[src/rtl/vga_timing_pkg.sv]
`default_nettype none
// +--------------------------------------------------------------------+
// | vga_timing_pkg : VGA timing and TIA source constants (shared)       |
// | Revision 1.0                                                        |
// +--------------------------------------------------------------------+
package vga_timing_pkg;
  localparam int H_DISPLAY         = 640;
  localparam int H_MAX             = 799;
  localparam int V_DISPLAY         = 480;
  localparam int V_SYNC_START      = 490;
  localparam int SRC_WIDTH         = 160;
  localparam int COLOR_BITS        = 7;
  localparam int PIXEL_REPEAT_LOG2 = 2;
endpackage
`default_nettype wire

[src/rtl/line_buffer_2p.sv]
`default_nettype none
// +--------------------------------------------------------------------+
// | line_buffer_2p : ping-pong line RAM, 1 write port, registered read  |
// | Revision 1.0                                                        |
// +--------------------------------------------------------------------+
module line_buffer_2p
  import vga_timing_pkg::*;
#(
  parameter int DEPTH  = SRC_WIDTH,
  parameter int DATA_W = COLOR_BITS
) (
  input  logic                       clk,
  input  logic                       i_we,
  input  logic [$clog2(DEPTH):0]     i_waddr,
  input  logic [DATA_W-1:0]          i_wdata,
  input  logic [$clog2(DEPTH):0]     i_raddr,
  output logic [DATA_W-1:0]          o_rdata
);
  localparam int c_idx_w = $clog2(DEPTH);

  logic [DATA_W-1:0] r_mem [0:1][0:DEPTH-1];
  logic [DATA_W-1:0] r_rdata;

  // Address MSB selects the half; contents are deliberately not reset.
  always_ff @(posedge clk) begin
    if (i_we)
      r_mem[i_waddr[c_idx_w]][i_waddr[c_idx_w-1:0]] <= i_wdata;
    r_rdata <= r_mem[i_raddr[c_idx_w]][i_raddr[c_idx_w-1:0]];
  end

  assign o_rdata = r_rdata;
endmodule
`default_nettype wire

[src/rtl/vga_scan_doubler.sv]
`default_nettype none
// +--------------------------------------------------------------------+
// | vga_scan_doubler : TIA 160-px line -> two 640-px VGA lines + vsync  |
// | Revision 1.0                                                        |
// +--------------------------------------------------------------------+
module vga_scan_doubler
  import vga_timing_pkg::*;
#(
  parameter int SRC_WIDTH         = vga_timing_pkg::SRC_WIDTH,
  parameter int PIXEL_REPEAT_LOG2 = vga_timing_pkg::PIXEL_REPEAT_LOG2,
  parameter int COLOR_BITS        = vga_timing_pkg::COLOR_BITS,
  parameter int H_DISPLAY         = vga_timing_pkg::H_DISPLAY,
  parameter int H_MAX             = vga_timing_pkg::H_MAX
) (
  input  logic                  clk,
  input  logic                  rst_n,
  input  logic                  src_pixel_valid,
  input  logic [COLOR_BITS-1:0] src_color,
  input  logic                  src_hblank,
  input  logic                  src_vsync,
  input  logic [9:0]            hpos,
  input  logic [9:0]            vpos,
  input  logic                  display_on,
  output logic [COLOR_BITS-1:0] pixel_color,
  output logic                  pixel_valid,
  output logic                  force_vsync
);
  localparam int                c_idx_w     = $clog2(SRC_WIDTH);
  localparam int                c_ptr_w     = $clog2(SRC_WIDTH + 1);
  localparam logic [c_ptr_w-1:0] c_src_width = c_ptr_w'(SRC_WIDTH);
  localparam logic [9:0]        c_h_display = 10'(H_DISPLAY);
  localparam logic [9:0]        c_h_max     = 10'(H_MAX);

  logic               r_hblank_d;
  logic               r_vsync_d;
  logic               r_commit;
  logic               r_vsync_rise;
  logic               r_wr_sel;
  logic               r_rd_sel;
  logic               r_disp_sel;
  logic [c_ptr_w-1:0] r_wr_ptr;
  logic               r_line_ready;
  logic               r_force_vsync;
  logic               r_pixel_valid;

  logic                  w_we;
  logic                  w_line_end;
  logic [c_idx_w-1:0]    w_rd_idx;
  logic [c_idx_w:0]      w_waddr;
  logic [c_idx_w:0]      w_raddr;
  logic [COLOR_BITS-1:0] w_rdata;
  logic                  w_unused_vpos;

  assign w_we       = src_pixel_valid & ~src_hblank & (r_wr_ptr < c_src_width);
  assign w_line_end = (hpos == c_h_max);
  assign w_rd_idx   = (hpos < c_h_display) ? c_idx_w'(hpos >> PIXEL_REPEAT_LOG2) : '0;
  assign w_waddr    = {r_wr_sel, c_idx_w'(r_wr_ptr)};
  assign w_raddr    = {r_disp_sel, w_rd_idx};
  assign w_unused_vpos = ^vpos;

  // Edge pulses are registered, so commit/vsync act one cycle after the rise.
  always_ff @(posedge clk or negedge rst_n) begin
    if (!rst_n) begin
      r_hblank_d   <= 1'b0;
      r_vsync_d    <= 1'b0;
      r_commit     <= 1'b0;
      r_vsync_rise <= 1'b0;
    end else begin
      r_hblank_d   <= src_hblank;
      r_vsync_d    <= src_vsync;
      r_commit     <= src_hblank & ~r_hblank_d;
      r_vsync_rise <= src_vsync & ~r_vsync_d;
    end
  end

  always_ff @(posedge clk or negedge rst_n) begin
    if (!rst_n) begin
      r_wr_sel      <= 1'b0;
      r_rd_sel      <= 1'b0;
      r_disp_sel    <= 1'b0;
      r_wr_ptr      <= '0;
      r_line_ready  <= 1'b0;
      r_force_vsync <= 1'b0;
      r_pixel_valid <= 1'b0;
    end else begin
      if (r_commit || r_vsync_rise)
        r_wr_ptr <= '0;
      else if (w_we)
        r_wr_ptr <= r_wr_ptr + c_ptr_w'(1);

      if (r_commit) begin
        r_rd_sel     <= r_wr_sel;
        r_wr_sel     <= ~r_wr_sel;
        r_line_ready <= 1'b1;
      end

      // Swap only at end of line so a displayed line is never torn mid-scan.
      if (w_line_end)
        r_disp_sel <= r_rd_sel;

      if (r_force_vsync && w_line_end)
        r_force_vsync <= 1'b0;
      else if (r_vsync_rise)
        r_force_vsync <= 1'b1;

      r_pixel_valid <= display_on & r_line_ready;
    end
  end

  line_buffer_2p #(
    .DEPTH  (SRC_WIDTH),
    .DATA_W (COLOR_BITS)
  ) u_line_buffer (
    .clk     (clk),
    .i_we    (w_we),
    .i_waddr (w_waddr),
    .i_wdata (src_color),
    .i_raddr (w_raddr),
    .o_rdata (w_rdata)
  );

  assign pixel_color = r_pixel_valid ? w_rdata : '0;
  assign pixel_valid = r_pixel_valid;
  assign force_vsync = r_force_vsync;
endmodule
`default_nettype wire

[config.mk]
export PLATFORM = sky130hd
export DESIGN_NAME = vga_scan_doubler
export DESIGN_NICKNAME = d
export VERILOG_FILES = /design/src/rtl/vga_timing_pkg.sv /design/src/rtl/line_buffer_2p.sv /design/src/rtl/vga_scan_doubler.sv
export SDC_FILE = /design/constraint.sdc
export NUM_CORES = 2
export LEC_CHECK = 0
export ABC_AREA = 1
export BUFFER_PORTS_ARGS = -buffer_cell sky130_fd_sc_hd__buf_2
export CORE_ASPECT_RATIO = 0.9
export CORE_MARGIN = 1
export CORE_UTILIZATION = 50
export CTS_BUF_LIST = sky130_fd_sc_hd__clkbuf_4 sky130_fd_sc_hd__clkbuf_8
export DETAILED_ROUTE_END_ITERATION = 10
export GPL_ROUTABILITY_DRIVEN = 0
export MAX_ROUTING_LAYER = met4
export PLACE_DENSITY_LB_ADDON = 0.2
export SYNTH_ARGS = -nofsm -noshare
export SYNTH_HDL_FRONTEND = slang
export SYNTH_HIERARCHICAL = 1
export SYNTH_SLANG_ARGS = --single-unit
[constraint.sdc]
create_clock -name clk -period 7.7 [get_ports clk]
set_input_delay 0.385 -clock clk [delete_from_list [all_inputs] [get_ports clk]]
set_output_delay 0.385 -clock clk [all_outputs]
set_load 0.1 [all_outputs]
; ---- Word-level counts from Yosys, hierarchy flattened
; Memories as Yosys holds them, arrays and structs flattened.
; Cells that the tools add are included.
; Widths: inputs -> output; s select.
[op_classes]
add_sub_neg = 1
n_mul = 0
shift = 0
magnitude_cmp = 5
reduce_logical = 5
n_eq_ne = 1
muxes = 13
n_bitwise = 11
div = 0
[op_table]
columns = operator, count
row1 = $mux 1120, 1
row2 = $bmux 7 s8, 1
row3 = $demux 7 s8, 1
row4 = $mux 7, 4
row5 = $mux 8, 3
row6 = $ge 9x9->1 const B, 2
row7 = $not 8->9, 2
row8 = $eq 10x10->1 const B, 1
row9 = $lt 10x10->1 const B, 1
row10 = $lt 9x1->1 const B, 1
row11 = $add 8x1->8 const B, 1
row12 = $lt 8x8->1 const B, 1
row13 = $and 1x1->1, 5
row14 = $not 1->1, 4
row15 = $reduce_bool 2->1, 2
row16 = $mux 1, 3
row17 = $logic_and 1x1->1, 2
row18 = $logic_or 1x1->1, 1
[word_totals]
n_memories = 1
output_inout_bits = 9
regBits = 25
latchBits = 0
rom_bits = 0
mem_bits_rw = 2240
[mem_list]
columns = name, words, word_bits, rd, rd_ports_with_merged_regs, wr, line
row1 = u_line_buffer.r_mem, 2, 1120, 1, 0, 1, line_buffer_2p.sv:21  ; logic [DATA_W-1:0] r_mem [0:1][0:DEPTH-1];

; ---- Depth between registers and ports, before layout
[logic_depth]
depth_word = 6
ltp_mapped = 19
depth_no_buf = 17

; ---- Hierarchy
; Netlist, hierarchy kept.
[by_module_without_submodules]
columns = mod, area_per_inst_um2, cells_each, instances
row1 = line_buffer_2p, 91531.5, 7632, 1
row2 = vga_scan_doubler, 1011.0, 137, 1

; ---- Worst setup path after synthesis
; Ideal clock, no wire load.
[synth_timing]
kind = reg-to-reg
start = register r_wr_ptr[6]
end = memory u_line_buffer/r_mem[0][100] (netlist name) (enable)
path_stages_with_launch = 10
n_path_buf = 2
arrival_ns = 2.081
path_slack_ns = 5.239
cell_sequence = dfrtp_1 > inv_1 > nand2_2 > nand2_2 > nand2_4 > inv_2 > clkbuf_1 > nand3_1 > clkbuf_1 > nor3_1
[synth_between]
word_cells_on_any_way = 10
classes_between = order compare: 3 / mux: 4 / bitwise: 2 / reduce/logical: 1
[synth_lines]
columns = element, line
row1 = "start, declared", vga_scan_doubler.sv:41  ; logic [c_ptr_w-1:0] r_wr_ptr;
row2 = "start signal, assigned", vga_scan_doubler.sv:89  ; r_wr_ptr <= r_wr_ptr + c_ptr_w'(1);
row3 = $lt 8x8->1, vga_scan_doubler.sv:54  ; assign w_we = src_pixel_valid & ~src_hblank & (r_wr_ptr < c_src_width);
row4 = $and 1x1->1, vga_scan_doubler.sv:54
row5 = net w_we, vga_scan_doubler.sv:46  ; logic w_we;
row6 = $mux 1, line_buffer_2p.sv:26  ; if (i_we)
row7 = $mux 1120 (implied by the code), line_buffer_2p.sv:27  ; r_mem[i_waddr[c_idx_w]][i_waddr[c_idx_w-1:0]] <= i_wdata;
row8 = "end, declared", line_buffer_2p.sv:21
; The timed path passes the listed nets, and every way through them passes these cells.

; ---- Worst setup path after layout
[layout_timing]
start = register r_disp_sel
end = register u_line_buffer.r_rdata[0], in the netlist u_line_buffer/o_rdata[0]
[layout_between]
elab_chain_cells = 4
[layout_rtl]
columns = element, line
row1 = "start, declared", vga_scan_doubler.sv:40  ; logic r_disp_sel;
row2 = "start signal, assigned", vga_scan_doubler.sv:99  ; r_disp_sel <= r_rd_sel;
row3 = $mem_v2 2x1120, --
row4 = $bmux 7 s8, line_buffer_2p.sv:28  ; r_rdata <= r_mem[i_raddr[c_idx_w]][i_raddr[c_idx_w-1:0]];
row5 = $mux 7 (implied by the code) (2 in a row), line_buffer_2p.sv:28
row6 = "end signal, assigned", line_buffer_2p.sv:28
row7 = "end, declared", line_buffer_2p.sv:22  ; logic [DATA_W-1:0] r_rdata;
; Every way passes these cells. The select of a mux whose other input is x is not followed.
; A chain may end at the register's enable or synchronous reset.

==> qor.csv <==
stage,metric,value,unit
critical_path,end_kind,flop,
critical_path,worstPathArrival,5710,ps
power,p_leak,0.0343,uW
die,die_x,455,um
sta,setup-violations-final,0,
sta,hold_viol,0,
cells_and_area,largest_reg_flops,2240,
job,maxCapViolCount,0,
critical_path,worstSetupPathType,reg2reg,
die,io_pins,42,
synthesis,synth_edf_count,2240,
cells_and_area,fin_util,54.9,%
synthesis,ys_top_cells_by_count,"edfxtp_1 (2,240), nand2_1 (2,077), nand3_1 (1,806), nor3_1 (324), nor2_1 (268)",
clocking,cts_max_path_buffers,4,
sta,report.final.slew_viol_count,0,
route,post-route-drc-count,0,
synthesis,synth_flop_cell,edfxtp_1,
synthesis,ys_ff_latch,2265,
clocking,hold_buffers,22,
clocking,numCtsBuffers,363,
route,drt_iter0_markers,7255,
clocking,clkTransAtPathRegs,70,ps
sta,rsz0062_at_grt,no,
clocking,cts_root_buf,clkbuf_8,
cells_and_area,drive_above_1_share,8.58,%
route,vias,61000,
power,p_per_area,250,nW/um^2
cells_and_area,area_growth,8.98,%
global_route,track_usage,26.5,%
sta,finalCriticalPeriod,4720,ps
route,dr.pass1.iters,6,
placed_design,post-dp-hpwl,127000,um
route,antenna_left,0,
synthesis,syn_nets,7803,
die,die_y,410,um
synthesis,yosysWarnings,6,
sta,worst_pin_slew,1300,ps
synthesis,synth_top_area_share,72.7,%
cells_and_area,stdcell_area,101000,um^2
clocking,cts.sinks,2265,
sta,fmax,212,MHz
synthesis,synth_most_common_cell,edfxtp_1,
route,routed_wl,244000,um
global_route,grt_max_degree,195,
global_route,grt_util_met3,4.20,%
synthesis,ys_seq_area_share,73.3,%
synthesis,synthesis.area,92500,um^2
synthesis,async_flop_share,0.795,%
synthesis,avgSynthCellArea,11.9,um^2
critical_path,cp-start-kind,flop,
global_route,grt-ovfl-total,0,
sta,finalCritPeriodShare,61.3,%
sta,relSlewSlack,12.8,%
die,rows,149,
clocking,cts_tree,done,
status,outcome,finished clean,
sta,fin_skew,53.5,ps
cells_and_area,fin_nets,7727,
synthesis,ys_types,34,
global_route,met2_usage,40.2,%
route,vias_per_cell,5.88,
power,ir_drop,0.330,mV
global_route,antenna_found_initial,9,
cells_and_area,stdcell_count,10400,
clocking,cts.repair.resized,0,
placed_design,dp_cells,9722,
global_route,met1_usage,36.6,%
min_path,hp-class,in2reg,
global_route,grt_pass1_wl,363000,um
placed_design,place_area,94100,um^2
synthesis,yosysTopAreaCell,edfxtp_1,
synthesis,synth_area_leaders,"edfxtp_1 (73%), nand3_1 (9.8%), nand2_1 (8.4%)",
critical_path,crit_fanout,67,
clocking,clk_latency,1050,ps
critical_path,worstPathRequired,8690,ps
clocking,cts_setup_buffers,0,
die,start_util,50.4,%
route,routedWlPerCell,23.5,um
clocking,htreeDepth,5,
synthesis,netlist_instances,7769,
sta,setup_tns,0,ps
global_route,grt_pass1_vias,57900,
die,core,184000,um^2
placed_design,portBuffers,31,
global_route,top_usage_layer,met2,
die,die_area,187000,um^2
==> layout make-up <==
type | instances | area, um^2
Fill cell | 15300 | 82800
Sequential cell | 2265 | 67900
Multi-Input combinational cell | 4856 | 21700
Clock buffer | 482 | 5940
Tap cell | 2416 | 3020
Timing Repair Buffer | 142 | 1400
Clock inverter | 136 | 593
Inverter | 65 | 284
Antenna cell | 10 | 25.0
==> worst paths after layout <==
| kind | startpoint | endpoint | slack (ps) | cells after the start |
|---|---|---|---|---|
| max reg2reg | r_disp_sel | u_line_buffer/o_rdata[0] | 2980 | 15 |
| min in group asynchronous | rst_n | force_vsync | 350 | 4 |
| max in group asynchronous | rst_n | r_disp_sel | 7140 | 4 |
| min reg2reg | r_vsync_d | r_vsync_rise | 400 | 1 |
| min | hpos[0] | force_vsync | 60 | 6 |
| max | r_disp_sel | u_line_buffer/o_rdata[0] | 2980 | 15 |
==> report_power, final <==
group	switching, uW	internal [uW]	total, uW
registers	21.8	13600	13600
clock network	4580	5010	9590
logic	1670	378	2050
==> kinds of logic after synthesis <==
| logic type | synth area share (%) |
|---|---|
| simple gates | 21.1 |
| flops | 73.3 |
| buf+inv | 3.29 |
| compound gates | 2.22 |
| xor+xnor | 0.00947 |
| mux | 0.0122 |
| fa+ha+maj | 0.0135 |
==> worst max-delay path, cell delays in order (launching register included) <==
cell	delay, ps
dfrtp_4	870
buf_4	640
buf_4	700
nand2_1	120
nand3_1	130
nand3_1	90
nand3_1	190
nand3_1	170
nand3_1	170
nand3_1	230
nand2_1	350
nand2_1	90
nand2_1	90
nand2_1	50
dlygate4sd3_1	560
nand2_1	60
==> stage by stage <==
stage	power (uW)	worst slack (ps)	hold slack, ps
after global routing	26000	2880	38.7
after global placement	15800	3360	384
after CTS	25400	3090	9.92
final	25200	2980	64.9
after detailed placement	15900	3330	383
after floorplan	14900	5240	89.4
==> routing by layer <==
layer,vias to the layer above,part of all wire [%]
li1,27800,-
met1,29900,42
met2,2831,46
met3,516,8.8
met4,0,3.0
met5,-,0
==> cell usage in the layout, fill, tap and decap left out, drive strengths merged <==
master and count:
ha 1, o221ai 18, bufinv 1, inv 64, edfxtp 2240, a21oi 1, clkinvlp 4, nand3 1807
o211ai 5, dfxtp 7, o21bai 1, buf 121, o21ai 246, o22ai 96, dfrtp 18, nor3 324
nand4 3, nand2 2082, xor2 1, dlygate4sd3 21, mux2 1, clkinv 132, diode 10, clkbuf 482
or2 1, nor2 269
No activity file was read; power rests on OpenSTA's default activity.
